**src/rtl/cdb_arbiter_pkg.sv**
```systemverilog
// Shared CDB types: broadcast payload, source count and source index type.
package tomasula_types;

  localparam int unsigned NUM_CDB_SRC = 8;
  localparam int unsigned CDB_SRC_W   = $clog2(NUM_CDB_SRC);
  localparam int unsigned CDB_TAG_W   = 3;
  localparam int unsigned CDB_DATA_W  = 32;

  typedef logic [CDB_SRC_W-1:0] cdb_src_idx_t;

  typedef struct packed {
    logic [CDB_TAG_W-1:0]  tag;
    logic [CDB_DATA_W-1:0] data;
  } cdb_entry_t;

endpackage

```
**src/rtl/cdb_arbiter_rr.sv**
```systemverilog
// Combinational round-robin grant: first requester at or after ptr_i wins.
module rr_arbiter #(
  parameter  int unsigned NUM_SRC = 8,
  localparam int unsigned IDX_W   = $clog2(NUM_SRC)
) (
  input  logic [NUM_SRC-1:0] req_i,
  input  logic [IDX_W-1:0]   ptr_i,
  output logic [NUM_SRC-1:0] grant_o,
  output logic [IDX_W-1:0]   grant_idx_o,
  output logic               any_grant_o
);

  logic [IDX_W-1:0] idx;
  logic             found;

  // Scan requesters starting at the pointer; the index wraps in IDX_W bits.
  always_comb begin
    grant_o     = '0;
    grant_idx_o = '0;
    any_grant_o = 1'b0;
    idx         = '0;
    found       = 1'b0;
    for (int unsigned k = 0; k < NUM_SRC; k++) begin
      idx = IDX_W'(ptr_i + IDX_W'(k));
      if (!found && req_i[idx]) begin
        found        = 1'b1;
        grant_o[idx] = 1'b1;
        grant_idx_o  = idx;
      end
    end
    any_grant_o = found;
  end

endmodule

```
**src/rtl/cdb_arbiter.sv**
```systemverilog
// Common data bus arbiter: per-source one-entry hold registers, round-robin
// selection, registered broadcast of one result per cycle.
module cdb_arbiter
  import tomasula_types::*;
#(
  parameter int unsigned NUM_SRC = NUM_CDB_SRC,
  parameter int unsigned TAG_W   = CDB_TAG_W,
  parameter int unsigned DATA_W  = CDB_DATA_W
) (
  input  logic                             clk,
  input  logic                             rst,
  input  logic                             flush,
  input  logic [NUM_SRC-1:0]               src_valid,
  input  logic [NUM_SRC-1:0][TAG_W-1:0]    src_tag,
  input  logic [NUM_SRC-1:0][DATA_W-1:0]   src_data,
  output logic [NUM_SRC-1:0]               src_ready,
  output logic                             cdb_valid,
  output logic [TAG_W-1:0]                 cdb_tag,
  output logic [DATA_W-1:0]                cdb_data,
  output logic [$clog2(NUM_SRC)-1:0]       cdb_src
);

  localparam int unsigned IDX_W = $clog2(NUM_SRC);

  logic [NUM_SRC-1:0]              hold_valid_q, hold_valid_d;
  cdb_entry_t [NUM_SRC-1:0]        hold_q, hold_d;
  logic [IDX_W-1:0]                ptr_q, ptr_d;
  logic                            cdb_valid_q, cdb_valid_d;
  cdb_entry_t                      cdb_q, cdb_d;
  logic [IDX_W-1:0]                cdb_src_q, cdb_src_d;

  logic [NUM_SRC-1:0]              req;
  logic [NUM_SRC-1:0]              grant;
  logic [IDX_W-1:0]                grant_idx;
  logic                            any_grant;
  logic [NUM_SRC-1:0]              accept;

  // Flush suppresses all requests so nothing is granted on that edge.
  assign req = flush ? '0 : hold_valid_q;

  rr_arbiter #(.NUM_SRC(NUM_SRC)) u_rr (
    .req_i       (req),
    .ptr_i       (ptr_q),
    .grant_o     (grant),
    .grant_idx_o (grant_idx),
    .any_grant_o (any_grant)
  );

  // A slot accepts when empty or being drained this cycle; independent of src_valid.
  assign src_ready = flush ? '0 : (~hold_valid_q | grant);
  assign accept    = src_valid & src_ready;

  // Next-state: hold slots (refill beats clear), bus payload and pointer.
  always_comb begin
    hold_valid_d = hold_valid_q;
    hold_d       = hold_q;
    ptr_d        = ptr_q;
    cdb_valid_d  = any_grant;
    cdb_d        = cdb_q;
    cdb_src_d    = cdb_src_q;
    for (int unsigned i = 0; i < NUM_SRC; i++) begin
      if (flush) begin
        hold_valid_d[i] = 1'b0;
      end else begin
        if (grant[i]) begin
          hold_valid_d[i] = 1'b0;
        end
        if (accept[i]) begin
          hold_valid_d[i] = 1'b1;
          hold_d[i].tag   = CDB_TAG_W'(src_tag[i]);
          hold_d[i].data  = CDB_DATA_W'(src_data[i]);
        end
      end
    end
    if (any_grant) begin
      cdb_d     = hold_q[grant_idx];
      cdb_src_d = grant_idx;
      ptr_d     = IDX_W'(grant_idx + IDX_W'(1));
    end
  end

  // State registers; reset drops every pending result.
  always_ff @(posedge clk or posedge rst) begin
    if (rst) begin
      hold_valid_q <= '0;
      hold_q       <= '0;
      ptr_q        <= '0;
      cdb_valid_q  <= 1'b0;
      cdb_q        <= '0;
      cdb_src_q    <= '0;
    end else begin
      hold_valid_q <= hold_valid_d;
      hold_q       <= hold_d;
      ptr_q        <= ptr_d;
      cdb_valid_q  <= cdb_valid_d;
      cdb_q        <= cdb_d;
      cdb_src_q    <= cdb_src_d;
    end
  end

  assign cdb_valid = cdb_valid_q;
  assign cdb_tag   = TAG_W'(cdb_q.tag);
  assign cdb_data  = DATA_W'(cdb_q.data);
  assign cdb_src   = cdb_src_q;

endmodule

```
**config.mk**
```make
export PLATFORM = sky130hd
export DESIGN_NAME = cdb_arbiter
export DESIGN_NICKNAME = d
export VERILOG_FILES = /design/src/rtl/cdb_arbiter_pkg.sv /design/src/rtl/cdb_arbiter_rr.sv /design/src/rtl/cdb_arbiter.sv
export SDC_FILE = /design/constraint.sdc
export NUM_CORES = 1
export LEC_CHECK = 0
export ABC_AREA = 1
export BUFFER_PORTS_ARGS = -buffer_cell sky130_fd_sc_hd__buf_2
export CAP_MARGIN = 15
export CELL_PAD_IN_SITES_DETAIL_PLACEMENT = 0
export CELL_PAD_IN_SITES_GLOBAL_PLACEMENT = 1
export CORE_MARGIN = 4
export CORE_UTILIZATION = 40
export DETAILED_ROUTE_END_ITERATION = 16
export PLACE_DENSITY_LB_ADDON = 0.1
export SYNTH_ARGS = -nofsm -noshare
export SYNTH_HDL_FRONTEND = slang
export SYNTH_HIERARCHICAL = 1
export SYNTH_SLANG_ARGS = --single-unit
```
**constraint.sdc**
```tcl
create_clock -name clk -period 11.4 [get_ports clk]
set_input_delay 1.14 -clock clk [delete_from_list [all_inputs] [get_ports clk]]
set_output_delay 1.14 -clock clk [all_outputs]
set_load 0.02 [all_outputs]
```
==> metrics.cfg <==
[global_routing]
track_usage_pct = 28.0
vias_in_the_first_global_route = 16900
grt_overflow_total = 0
maximum_number_of_pins_on_one_net_before_global_route_repair = 122
grt_pass1_wl_mm = 103
antenna_found_initial = 1

[place]
portBuffers = 337
setup_slack_at_placement_ns = 4.83
hpwl_mm = 47.2
place.detailed.instances = 3208
gp_routability_congestion = 0.932

[min_path]
timing.hold.worst.class = register to register
timing.hold.worst.start = hold_q[272]
whs_endpoint = hold_q[272]
holdPathStages = 2

[synthesis]
mappedNetlistArea_um2 = 17500
ys_warn_count = 6
synthCells = 2425
synthesis.nets = 2723
synth_seq_cells = 330
sequential_area_share_after_synthesis_pct = 47.2
syn_avg_cell_area_um2 = 7.21
number_of_distinct_library_cell_variants_in_the_gate_level_netlist_after_synthesis = 30

[clock_tree]
cts_root_buffer = sky130_fd_sc_hd__clkbuf_16
clk-insertion-delay-late_ns = 0.57
post_cts.repair.setup_buffers = 0
tritoncts.num_buffers = 39
ctsResizeCount = 0
cts_tree = yes
clkSlewWorstSetupHoldPaths_ns = 0.06
ctsLongestPathBuffers = 3
cts.sink_count = 330
hold_buffers = 0
cts-htree-levels = 2

[layout]
final_layout_size_suffix_gt1_share_pct = 17.3
flow.area_growth_from_synthesis_pct = 17.3
layout.core_utilization_pct = 47.5
nets = 2963
final_cell_count_no_fill = 3277
layout.filler_cells = 4538

[sta]
rsz0062_at_grt = no
period_minus_slack_ns = 6.46
totalNegativeSetupSlack_ns = 0
finalHoldViolCount = 0
max_slew_margin_pct = 24.0
fin_crit_sh_pct = 56.7
skew_ns = 0.0239
worst_slack_ns = 4.94
number_of_max_slew_violations_in_the_final_report = 0
max_freq_ghz = 0.155
worst_pin_slew_ns = 1.14
setup_viol_count_final = 0

[worst_setup_path]
crit-reg2reg-capture = cdb_data[18]
worst_ep_required_time_ns = 10.26
worst_setup_path_start_kind = register
slowest_stage = sky130_fd_sc_hd__dfrtp_1
path_class = register to output port
timing.reg2reg.setup_slack_ns = 5.02
critical_path.endpoint_type = output port
worst-path-max-fanout = 37
slowest_delay_ns = 0.68
critical_path_arrival_ns = 5.32
reg2regPathDepth = 18
worstPathCellList = inv_2 > ha_1 > inv_2 > nand3_1 > nand3_2 > nand2_2 > nor2_1 > nand4_2 > nor2_4 > nand4_1 > nand3_1 > nor2_1 > nor2_4 > buf_4 > buf_2
timing.rr.start = ptr_q[1]

[die]
die_height_um = 217
design.portCount = 338
row_cnt = 76
dieWidth_um = 217
floorplan.core_area_um2 = 43200
initial_utilization_pct = 40.5
floorplan.die_area_um2 = 47100

[route]
first_pass_detailed_route_iteration_total = 7
vias = 17100
first_iter_violations = 1494
detail-route-antenna-nets = 0
route.detailed.vias_per_inst = 5.23
drc = 0
drt-total-wl_mm = 67.2
detail_route.wl_per_cell_um = 20.5

[job]
maxCapViolCount = 0

[run_status]
outcome = completed

stage by stage:
stage | hold slack, ns | instance area, um2
after global routing | 0.482 | 20500
after detailed placement | 0.458 | 19200
after global placement | 0.454 | 19200
final | 0.465 | 20500
after floorplan | 0.442 | 17500
after CTS | 0.472 | 20500
worst max-delay path, delay by kind of cell, from the launching register on:
family	cells	cell delay, ns
adders and majority gates	1	0.60
and+or+nand+nor	10	2.21
DFF	1	0.68
buffers and inverters	4	1.22
cells by family after synthesis:
logic type	share of synthesized area [%]
AND/OR/NAND/NOR	42.8
buffers and inverters	8.98
adder cells (fa/ha/maj)	0.501
XOR/XNOR	0.157
flip-flops	47.2
AO/OA/AOI/OAI	0.308
per-layer routing:
layer	track usage (%)	vias to the layer above	routed length [um]
li1	-	8136	-
met1	44.0	8297	32900
met2	40.1	647	28000
met3	5.21	68	5130
met4	6.19	0	1170
met5	0	-	0
cell usage after synthesis, drive strengths merged:
library cell	count	area [um2]
nor3	26	130
o211ai	1	7.51
nand3b	1	7.51
inv	182	686
o21bai	2	15.0
xnor2	1	27.5
nor2	82	419
clkinv	3	11.3
a31oi	1	6.26
buf	110	689
or2	1	6.26
ha	7	87.6
nand3	578	2910
dfrtp	330	8260
nand2	1034	3930
clkbuf	49	184
nand4	12	81.3
o21ai	5	25.0
area by class of cell:
cell class	instances	area, um2	share of cell area (%)
flip-flops and latches	330	8260	40.3
multi-input cells	1751	7680	37.5
repair buffers	358	1860	9.09
clock buffers	53	1110	5.41
well taps	585	732	3.57
inverters	185	707	3.45
clock inverters	14	150	0.732
diodes	1	2.50	0.0122
worst max-delay path by stage:
stage / from / endpoint / slack [ns] / depth (start not counted)
final: ptr_q[1] / src_ready[0] / 4.94 / 15
after global routing: ptr_q[0] / cdb_data[24] / 4.48 / 21
after CTS: ptr_q[1] / src_ready[0] / 4.94 / 15
after detailed placement: flush / cdb_data[18] / 4.83 / 20
after global placement: flush / cdb_tag[0] / 4.94 / 18
after floorplan: rst / cdb_data[0] / 1.12 / 1
flip-flops by register name, indices dropped and copies added, names as in the netlist:
signal	flops
hold_q	280
cdb_valid	1
cdb_data	32
ptr_q	3
cdb_src	3
cdb_tag	3
hold_valid_q	8
layout by cell type, fill, tap and decap left out, types with 2 or more instances in the layout:
cell,count
sky130_fd_sc_hd__clkinvlp_4,2
sky130_fd_sc_hd__nor3_1,26
sky130_fd_sc_hd__nor2_4,8
sky130_fd_sc_hd__clkinv_1,3
sky130_fd_sc_hd__nor2_1,68
sky130_fd_sc_hd__nor2_8,3
sky130_fd_sc_hd__clkbuf_16,40
sky130_fd_sc_hd__nand2_2,11
sky130_fd_sc_hd__o21bai_1,2
sky130_fd_sc_hd__buf_4,20
sky130_fd_sc_hd__bufinv_16,2
sky130_fd_sc_hd__nand3_2,3
sky130_fd_sc_hd__nand3_4,2
sky130_fd_sc_hd__buf_2,337
sky130_fd_sc_hd__o21ai_0,5
sky130_fd_sc_hd__nor2_2,3
sky130_fd_sc_hd__dfrtp_1,330
sky130_fd_sc_hd__ha_1,7
sky130_fd_sc_hd__nand2_4,3
sky130_fd_sc_hd__clkbuf_1,7
sky130_fd_sc_hd__clkbuf_8,6
sky130_fd_sc_hd__inv_4,2
sky130_fd_sc_hd__nand3_1,573
sky130_fd_sc_hd__clkinv_2,6
sky130_fd_sc_hd__nand2_1,1020
sky130_fd_sc_hd__nand4_1,11
sky130_fd_sc_hd__inv_8,2
sky130_fd_sc_hd__inv_1,170
sky130_fd_sc_hd__inv_2,9
Power is left out: the tool's default activity adds up to more than one toggle a clock period on the data nets, which glitch-free logic cannot reach.
